File: src/rtl/rv32e_regfile.sv
// rv32e_regfile: RV32E GPR file with handshaked writeback, bypassed read ports and difftest snapshot
module rv32e_regfile #(
    parameter int NR_REGS = 16,
    parameter int XLEN    = 32,
    parameter bit BYPASS  = 1'b1,
    parameter int AW      = $clog2(NR_REGS)
) (
    input  logic                    clk,
    input  logic                    rst,
    input  logic                    wb_valid,
    output logic                    wb_ready,
    input  logic [AW-1:0]           wb_rd,
    input  logic [XLEN-1:0]         wb_data,
    input  logic                    dbg_hold,
    input  logic [AW-1:0]           rs1_addr,
    output logic [XLEN-1:0]         rs1_data,
    input  logic [AW-1:0]           rs2_addr,
    output logic [XLEN-1:0]         rs2_data,
    output logic [NR_REGS*XLEN-1:0] dbg_regs,
    output logic                    dbg_valid,
    output logic [31:0]             commit_cnt
);
    // x0 has no storage; its snapshot slot and reads are constant zero
    logic [XLEN-1:0] gpr [1:NR_REGS-1];
    logic acc;
    assign wb_ready = !rst && !dbg_hold;
    assign acc = wb_valid && wb_ready;
    always_ff @(posedge clk or posedge rst) begin
        if (rst) begin
            for (int i = 1; i < NR_REGS; i++) gpr[i] <= '0;
            dbg_valid <= 1'b0;
            commit_cnt <= '0;
        end else begin
            if (acc && wb_rd != '0) gpr[wb_rd] <= wb_data;
            dbg_valid <= acc;
            if (acc) commit_cnt <= commit_cnt + 32'd1;
        end
    end
    always_comb begin
        dbg_regs = '0;
        for (int i = 1; i < NR_REGS; i++) dbg_regs[i*XLEN +: XLEN] = gpr[i];
    end
    assign rs1_data = (rs1_addr == '0) ? '0 :
                      (BYPASS && acc && wb_rd == rs1_addr) ? wb_data : dbg_regs[rs1_addr*XLEN +: XLEN];
    assign rs2_data = (rs2_addr == '0) ? '0 :
                      (BYPASS && acc && wb_rd == rs2_addr) ? wb_data : dbg_regs[rs2_addr*XLEN +: XLEN];
endmodule

File: config.mk
export PLATFORM = sky130hd
export DESIGN_NAME = rv32e_regfile
export DESIGN_NICKNAME = d
export VERILOG_FILES = /design/src/rtl/rv32e_regfile.sv
export SDC_FILE = /design/constraint.sdc
export NUM_CORES = 1
export LEC_CHECK = 0
export ABC_CLOCK_PERIOD_IN_PS = 37400
export BUFFER_PORTS_ARGS = -buffer_cell sky130_fd_sc_hd__buf_2
export CAP_MARGIN = 20
export CORE_ASPECT_RATIO = 1.2
export CORE_UTILIZATION = 40
export DETAILED_ROUTE_END_ITERATION = 6
export SETUP_SLACK_MARGIN = 0.2
export SYNTH_ARGS = -nofsm -noshare
export SYNTH_HDL_FRONTEND = slang
export SYNTH_SLANG_ARGS = --single-unit
File: constraint.sdc
create_clock -name clk -period 37.4 [get_ports clk]
set_clock_uncertainty 0.15 [all_clocks]
set_input_delay 3.74 -clock clk [delete_from_list [all_inputs] [get_ports clk]]
set_output_delay 3.74 -clock clk [all_outputs]
set_load 0.01 [all_outputs]
==> results.py, run 1 <==
metrics = {
    "clocking": {
        "cts_made_buffers": 56,
        "path_clk_slew_ns": 0.06,
        "ctsHoldBuffers": 0,
        "cts_root_buffer": "clkbuf_16",
        "clk_latency_ns": 0.60,
        "post_cts_buffers": 0,
        "cts.path.max_buffers": 3,
        "cts.sinks": 513,
        "htree_levels": 2,
        "cts_tree": "yes",
        "cts_resized": 0,
    },
    "placed_design": {
        "io_buffers": 625,
        "dp_slack_ns": 26.49,
        "placed_area_um2": 32200,
        "gp_congestion": 0.866,
        "dp_hpwl_um": 72500,
    },
    "finish": {
        "final_area_um2": 34200,
        "regArea_um2": 12800,
        "area_growth_syn_to_layout_pct": 20.2,
        "fill_cells": 6260,
        "multi_input_area_um2": 14700,
        "nNetsFinal": 2650,
        "drive_gt1_frac": 0.599,
    },
    "min_path": {
        "whs_endpoint": "commit_cnt[31]",
        "holdPathStages": 1,
        "hp-class": "reg2reg",
        "hp-start": "commit_cnt[31]",
    },
    "setup_path": {
        "critPathLaunchType": "input port",
        "setup.reg_to_reg.worst_slack_ns": 35.14,
        "worstPathArrival_ns": 6.93,
        "critPathRequiredTime_ns": 33.51,
        "r2r-end": "commit_cnt[28]",
        "r2r_cells": 5,
        "r2r_start": "commit_cnt[2]",
        "crit_fanout": 57,
        "crit_type": "in2out",
        "crit_path_end_kind": "primary output",
    },
    "synth": {
        "synth_cell_type_count": 38,
        "ys_ff_latch": 513,
        "synth_area_per_cell_um2": 13.7,
        "yosysWarnings": 0,
        "synth_ff_type": "dfrtp_1",
        "synth_top_cell_by_area": "dfrtp_1",
        "yosys.area.top_type_share": 0.451,
        "synth_edf_count": 0,
        "ys_async_sr_fraction": 1.00,
        "syn-cell-area_um2": 28500,
        "netlist_instances": 2076,
        "synth_area_leaders": "dfrtp_1 45%, mux2_2 24%, mux4_2 15%, nor3_1 2.2%, a221oi_1 1.9%",
        "ys_seq_area_frac": 0.451,
    },
    "die": {
        "die-area_um2": 72300,
        "initial_utilization": 0.407,
        "ios": 658,
        "std_cell_rows": 106,
        "core_area_um2": 70000,
        "die-height_um": 294,
        "die_w_um": 246,
    },
    "drt": {
        "drt.antenna.violating_nets": 0,
        "drtIter0Drc": 1887,
        "routed_wl_um": 109000,
        "drt-vias-per-instance": 6.07,
        "drtPass1Iterations": 7,
        "wire_per_inst_um": 30.7,
        "drcViolationCount": 0,
        "via_count": 21700,
    },
    "global_routing": {
        "grt_pass1_vias": 21900,
        "grt_util_all_layers": 0.299,
        "antenna_found_initial": 2,
        "grt_start_max_net_pins": 176,
        "grt_pass1_wl_um": 158000,
        "gr-total-overflow": 0,
    },
    "timing": {
        "hold_violations": 0,
        "max_freq_mhz": 92.4,
        "min_period_ns": 10.82,
        "tightest_slew_ns": 1.01,
        "maxSlewViolCount": 0,
        "slew_headroom": 0.326,
        "fin_setup_tns_ns": 0,
        "finalSetupViolations": 0,
        "rsz0062_at_grt": "no",
        "period_share": 0.289,
        "fin_ws_ns": 26.58,
    },
    "power_and_ir_drop": {
        "cellPowerDensity_nw_per_um2": 49.7,
        "max-vdd-ir-drop_v": 0.0000352,
        "leakage_uw": 0.0167,
    },
    "flow_run": {
        "max_cap_violations": 0,
    },
    "status": {
        "status": "complete, no violations",
    },
}
-- final cells by class --
| class | count | area share |
|---|---|---|
| antenna | 3 | 0.000219 |
| clock buffer | 86 | 0.0504 |
| multi-input combinational | 1355 | 0.428 |
| sequential | 513 | 0.375 |
| inverter | 2 | 0.000438 |
| clock inverter | 20 | 0.00811 |
| tap | 918 | 0.0335 |
| timing repair buffer | 673 | 0.105 |
-- cell usage in the layout, fill, tap and decap left out, types with 6 or more instances in the layout --
| master | n |
|---|---|
| buf_2 | 617 |
| a221oi_1 | 62 |
| nor3_1 | 125 |
| mux2_2 | 604 |
| bufinv_16 | 6 |
| a211oi_1 | 64 |
| nand2_2 | 7 |
| xor2_1 | 9 |
| and3_1 | 8 |
| nor2b_1 | 64 |
| buf_4 | 49 |
| nor2_1 | 68 |
| dfrtp_1 | 513 |
| xnor2_1 | 30 |
| nand2_1 | 21 |
| nand3_1 | 14 |
| conb_1 | 32 |
| clkbuf_1 | 10 |
| clkbuf_16 | 57 |
| clkbuf_8 | 21 |
| mux4_2 | 190 |
| nand4_1 | 10 |
-- cell usage after synthesis (2+ instances only) --
master	n
clkbuf_1	86
mux2_2	604
nor2b_1	66
o311ai_0	2
nor2_1	71
nor4_2	5
xor2_1	9
buf_1	20
a21oi_1	2
nand2b_1	2
mux2_1	2
buf_4	39
nand3_1	16
a221oi_1	62
and4b_1	3
and3_1	8
nand4_1	10
buf_2	82
and4_1	7
dfrtp_1	513
mux2i_1	4
and2_1	4
nor3_1	125
mux4_2	190
nand2_1	27
nor4b_1	2
a211oi_1	64
nand3b_1	3
xnor2_1	30
buf_6	10
-- through the flow --
step,hold slack (ns),utilization,cells,power [µW]
final,0.331,0.489,3570,1700
after floorplan,0.358,-,2107,933
after detailed placement,0.316,0.460,3459,1110
after global routing,0.353,0.489,3568,1770
after global placement,0.309,0.460,3459,1100
after CTS,0.328,0.488,3565,1710
-- per-layer routing --
metal	GRT usage	up-vias	share of wire
li1	-	8925	-
met1	0.377	11400	0.38
met2	0.491	1079	0.49
met3	0.0702	239	0.082
met4	0.129	2	0.046
met5	0	-	0.00012
-- worst max path at each step --
| stage | startpoint | endpoint | slack (ns) | cells past startpoint |
|---|---|---|---|---|
| 3_5_place_dp | rs2_addr[0] | rs2_data[25] | 26.49 | 8 |
| 5_1_grt | rs2_addr[0] | rs2_data[25] | 26.35 | 8 |
| 2_1_floorplan | rst | commit_cnt[0] | 19.18 | 1 |
| 3_3_place_gp | rs2_addr[0] | rs2_data[25] | 26.54 | 8 |
| 6_report | rs2_addr[0] | rs2_data[25] | 26.58 | 8 |
| 4_1_cts | rs2_addr[0] | rs2_data[25] | 26.48 | 8 |
-- state kept, by name, indices dropped and copies added (netlist names) --
signal	flops
dbg_valid	1
dbg_regs	480
commit_cnt	32
-- logic make-up after synthesis --
family	synth area share
mux	0.391
flops	0.451
simple gates	0.0656
buf+inv	0.0429
compound gates	0.0369
xor+xnor	0.0120
fa+ha+maj	0.000439
other cells	0.000132
-- report_power, final --
part	total [µW]	switching (µW)	leakage (µW)	internal, µW
clock network	601	242	0.000974	359
registers	705	78.3	0.00683	627
logic	397	202	0.00886	195
-- critical path, cell delays in order --
cell and delay [ns]:
clkbuf_8 0.59, buf_4 0.69, xnor2_1 0.21, and4_2 0.57
buf_4 0.44, a211oi_1 0.08, nor3_1 0.28, buf_2 0.19
Note: power is estimated with default switching activity, not from simulation.
==> run 2, diff against run 1 <==
--- a/config.mk
+++ b/config.mk
@@ -5,7 +5,8 @@
 export SDC_FILE = /design/constraint.sdc
 export NUM_CORES = 1
 export LEC_CHECK = 0
-export ABC_CLOCK_PERIOD_IN_PS = 37400
+export ABC_AREA = 1
+export ABC_CLOCK_PERIOD_IN_PS = 10100
 export BUFFER_PORTS_ARGS = -buffer_cell sky130_fd_sc_hd__buf_2
 export CAP_MARGIN = 20
 export CORE_ASPECT_RATIO = 1.2
==> constraint.sdc (replaced) <==
create_clock -name clk -period 10.1 [get_ports clk]
set_clock_uncertainty 0.15 [all_clocks]
set_input_delay 1.01 -clock clk [delete_from_list [all_inputs] [get_ports clk]]
set_output_delay 1.01 -clock clk [all_outputs]
set_load 0.01 [all_outputs]
==> run 2 against run 1 <==
Register-to-register slack got worse by 27 ns. Clock power grew to 3.9 times the previous value. Critical path type unchanged. Synthesized cell count is 120% higher. Total power increased to 3.8 times the previous value. Setup slack worse by 22 ns. Highest routed layer unchanged. Combinational power grew to 3.8 times the previous value.
==> results.py, run 2 <==
metrics = {
    "status": {
        "status": "complete, no violations",
    },
    "power_and_ir_drop": {
        "p_seq_frac": 0.409,
        "p_int_uw": 4180,
        "netSwitchingPower_uw": 2290,
        "cellPowerDensity_nw_per_um2": 182,
        "p_clk_frac": 0.359,
        "leakage_uw": 0.0195,
        "max-vdd-ir-drop_v": 0.000127,
        "p_sw_frac": 0.354,
        "p_comb_frac": 0.232,
    },
    "synth": {
        "muxShareOfSynthArea": 0,
        "syn-cell-area_um2": 30100,
        "ys_seq_area_frac": 0.426,
        "synth_edf_count": 0,
        "synthTopCellsByCount": "1984 x nand2_1, 549 x o21ai_0, 513 x dfrtp_1",
        "yosys.area_share.simple": 0.364,
        "yosysWarnings": 0,
        "synth_compound_area_frac": 0.112,
        "synthXorXnorAreaFrac": 0.00639,
        "synth_most_common_cell": "nand2_1",
        "ys_ff_latch": 513,
        "synth_top_family_by_area": "simple AND/OR/NAND/NOR gates",
        "netlist_instances": 4593,
        "ys_async_sr_fraction": 1.00,
        "synth_cell_type_count": 32,
        "synth_area_leaders": "dfrtp_1 43%, nand2_1 25%, o21ai_0 9.1%, nand3_1 6.5%, inv_1 3.7%",
        "synth_top_cell_by_area": "dfrtp_1",
        "synth_ff_type": "dfrtp_1",
        "synth_adder_area_share": 0.000415,
        "synth_area_per_cell_um2": 6.56,
        "yosys.area.top_type_share": 0.426,
    },
    "placed_design": {
        "io_buffers": 625,
        "gp_congestion": 1.02,
        "placed_area_um2": 33500,
        "dp_slack_ns": 4.56,
        "dp_hpwl_um": 97300,
    },
    "clocking": {
        "cts_tree": "yes",
        "cts.sinks": 513,
        "cts_root_buffer": "clkbuf_16",
        "ctsHoldBuffers": 0,
        "clk_latency_ns": 0.65,
        "cts_resized": 0,
        "htree_levels": 2,
        "path_clk_slew_ns": 0.07,
        "cts_made_buffers": 57,
        "post_cts_buffers": 0,
        "cts.path.max_buffers": 3,
    },
    "timing": {
        "finalSetupViolations": 0,
        "rsz0062_at_grt": "no",
        "fin_ws_ns": 4.43,
        "slew_headroom": 0.219,
        "tightest_slew_ns": 1.17,
        "timing.hold.ws_ns": 0.231,
        "min_period_ns": 5.67,
        "maxSlewViolCount": 0,
        "period_share": 0.561,
        "hold_violations": 0,
        "fin_setup_tns_ns": 0,
        "max_freq_mhz": 176,
    },
    "finish": {
        "drive_gt1_frac": 0.161,
        "area_growth_syn_to_layout_pct": 18.0,
        "layout_commonest_cell": "nand2_1",
        "layout_common_cells": "1984 x nand2_1, 621 x buf_2, 549 x o21ai_0, 513 x dfrtp_1, 394 x nand3_1",
        "largest_reg_flops": 480,
        "nNetsFinal": 5048,
        "final_area_um2": 35600,
        "fill_cells": 7763,
    },
    "drt": {
        "drt-vias-per-instance": 5.48,
        "drtPass1Iterations": 6,
        "routed_wl_um": 144000,
        "wire_per_inst_um": 23.7,
        "drt.antenna.violating_nets": 0,
        "drtIter0Drc": 4129,
        "drcViolationCount": 0,
        "via_count": 33200,
    },
    "global_routing": {
        "grt_pass1_wl_um": 207000,
        "gr-total-overflow": 0,
        "antenna_found_initial": 7,
        "grt_util_all_layers": 0.367,
        "grt_pass1_vias": 30000,
        "grt_start_max_net_pins": 165,
    },
    "setup_path": {
        "r2r_cells": 9,
        "cpPeakStageDelay_ns": 0.69,
        "crit_fanout": 69,
        "cpMaxStageDelayCell": "buf_4",
        "crit_path_frequent_cell": "nor2_1",
        "setup.reg_to_reg.worst_slack_ns": 8.07,
        "critPathRequiredTime_ns": 8.94,
        "r2r_start": "commit_cnt[3]",
        "cp_cell_sequence": "buf_4 -> inv_2 -> nand2_1 -> nand2_1 -> nor2_1 -> nand3_2 -> buf_4 -> nand3_1 -> nor2_1 -> nor2_1 -> buf_2",
        "crit_start": "rs1_addr[1]",
        "crit_path_end_kind": "primary output",
        "crit_type": "in2out",
        "r2r-end": "commit_cnt[29]",
        "critPathLaunchType": "input port",
        "worstPathArrival_ns": 4.51,
    },
    "die": {
        "std_cell_rows": 109,
        "die-area_um2": 76400,
        "initial_utilization": 0.407,
        "core_area_um2": 74100,
        "ios": 658,
        "die_w_um": 253,
        "die-height_um": 303,
    },
    "min_path": {
        "hp-class": "in2async",
    },
    "flow_run": {
        "max_cap_violations": 0,
    },
}
-- run 2: cell count changes after synthesis, sizes merged, moves of 64 or more --
| cell | delta |
|---|---|
| nand2 | +1965 |
| inv | +299 |
| mux4 | -190 |
| nand3 | +387 |
| a211oi | -64 |
| o21ai | +609 |
| nor2 | +230 |
| clkbuf | +102 |
| mux2 | -606 |
| nor2b | -66 |
| nor3 | -114 |
-- run 2: worst max-delay path by stage --
stage,to,slack [ns],cells after the start
2_1_floorplan,commit_cnt[0],1.97,1
3_3_place_gp,rs1_data[30],4.56,11
3_5_place_dp,rs1_data[10],4.56,11
4_1_cts,rs1_data[10],4.56,11
5_1_grt,rs1_data[29],4.28,11
6_report,rs1_data[29],4.43,11
-- run 2: final cells by class --
class	count	area, µm²	share of cell area
Multi-Input combinational cell	3455	14700	0.414
Timing Repair Buffer	671	3530	0.0994
Sequential cell	513	12800	0.361
Antenna cell	6	15.0	0.000422
Inverter	301	1140	0.0322
Tap cell	999	1250	0.0351
Clock buffer	80	1650	0.0465
Clock inverter	27	402	0.0113
-- run 2: layer usage --
layer / track usage / vias up / routed length, µm
li1: - / 15200 / -
met1: 0.500 / 15600 / 58900
met4: 0.177 / 2 / 7810
met3: 0.0987 / 361 / 16000
met5: 0 / - / 8
met2: 0.538 / 2003 / 60900
-- run 2: power by group through the flow --
stage | combinational [µW] | sequential [µW] | clock (µW)
after floorplan | 731 | 2690 | 0
after global placement | 1460 | 2670 | 0
after detailed placement | 1480 | 2670 | 0
after CTS | 1490 | 2640 | 2340
after global routing | 1660 | 2670 | 2410
final | 1500 | 2650 | 2320
-- run 2: cell families after synthesis --
| kind of cell | Yosys count |
|---|---|
| xor+xnor | 22 |
| fa+ha+maj | 1 |
| compound gates | 673 |
| simple gates | 2727 |
| other cells | 1 |
| flops | 513 |
| buf+inv | 656 |
-- run 2: critical path: cells and delay by family --
kind | cells | cell delay, ns
buffers and inverters | 4 | 2.04
and+or+nand+nor | 7 | 1.35
-- run 2: through the flow --
step / util / cells / total power, µW
global placement: 0.452 / 5938 / 4140
detailed placement: 0.452 / 5939 / 4150
floorplan: - / 4624 / 3420
finish: 0.480 / 6052 / 6470
global route: 0.480 / 6050 / 6750
CTS: 0.480 / 6046 / 6470
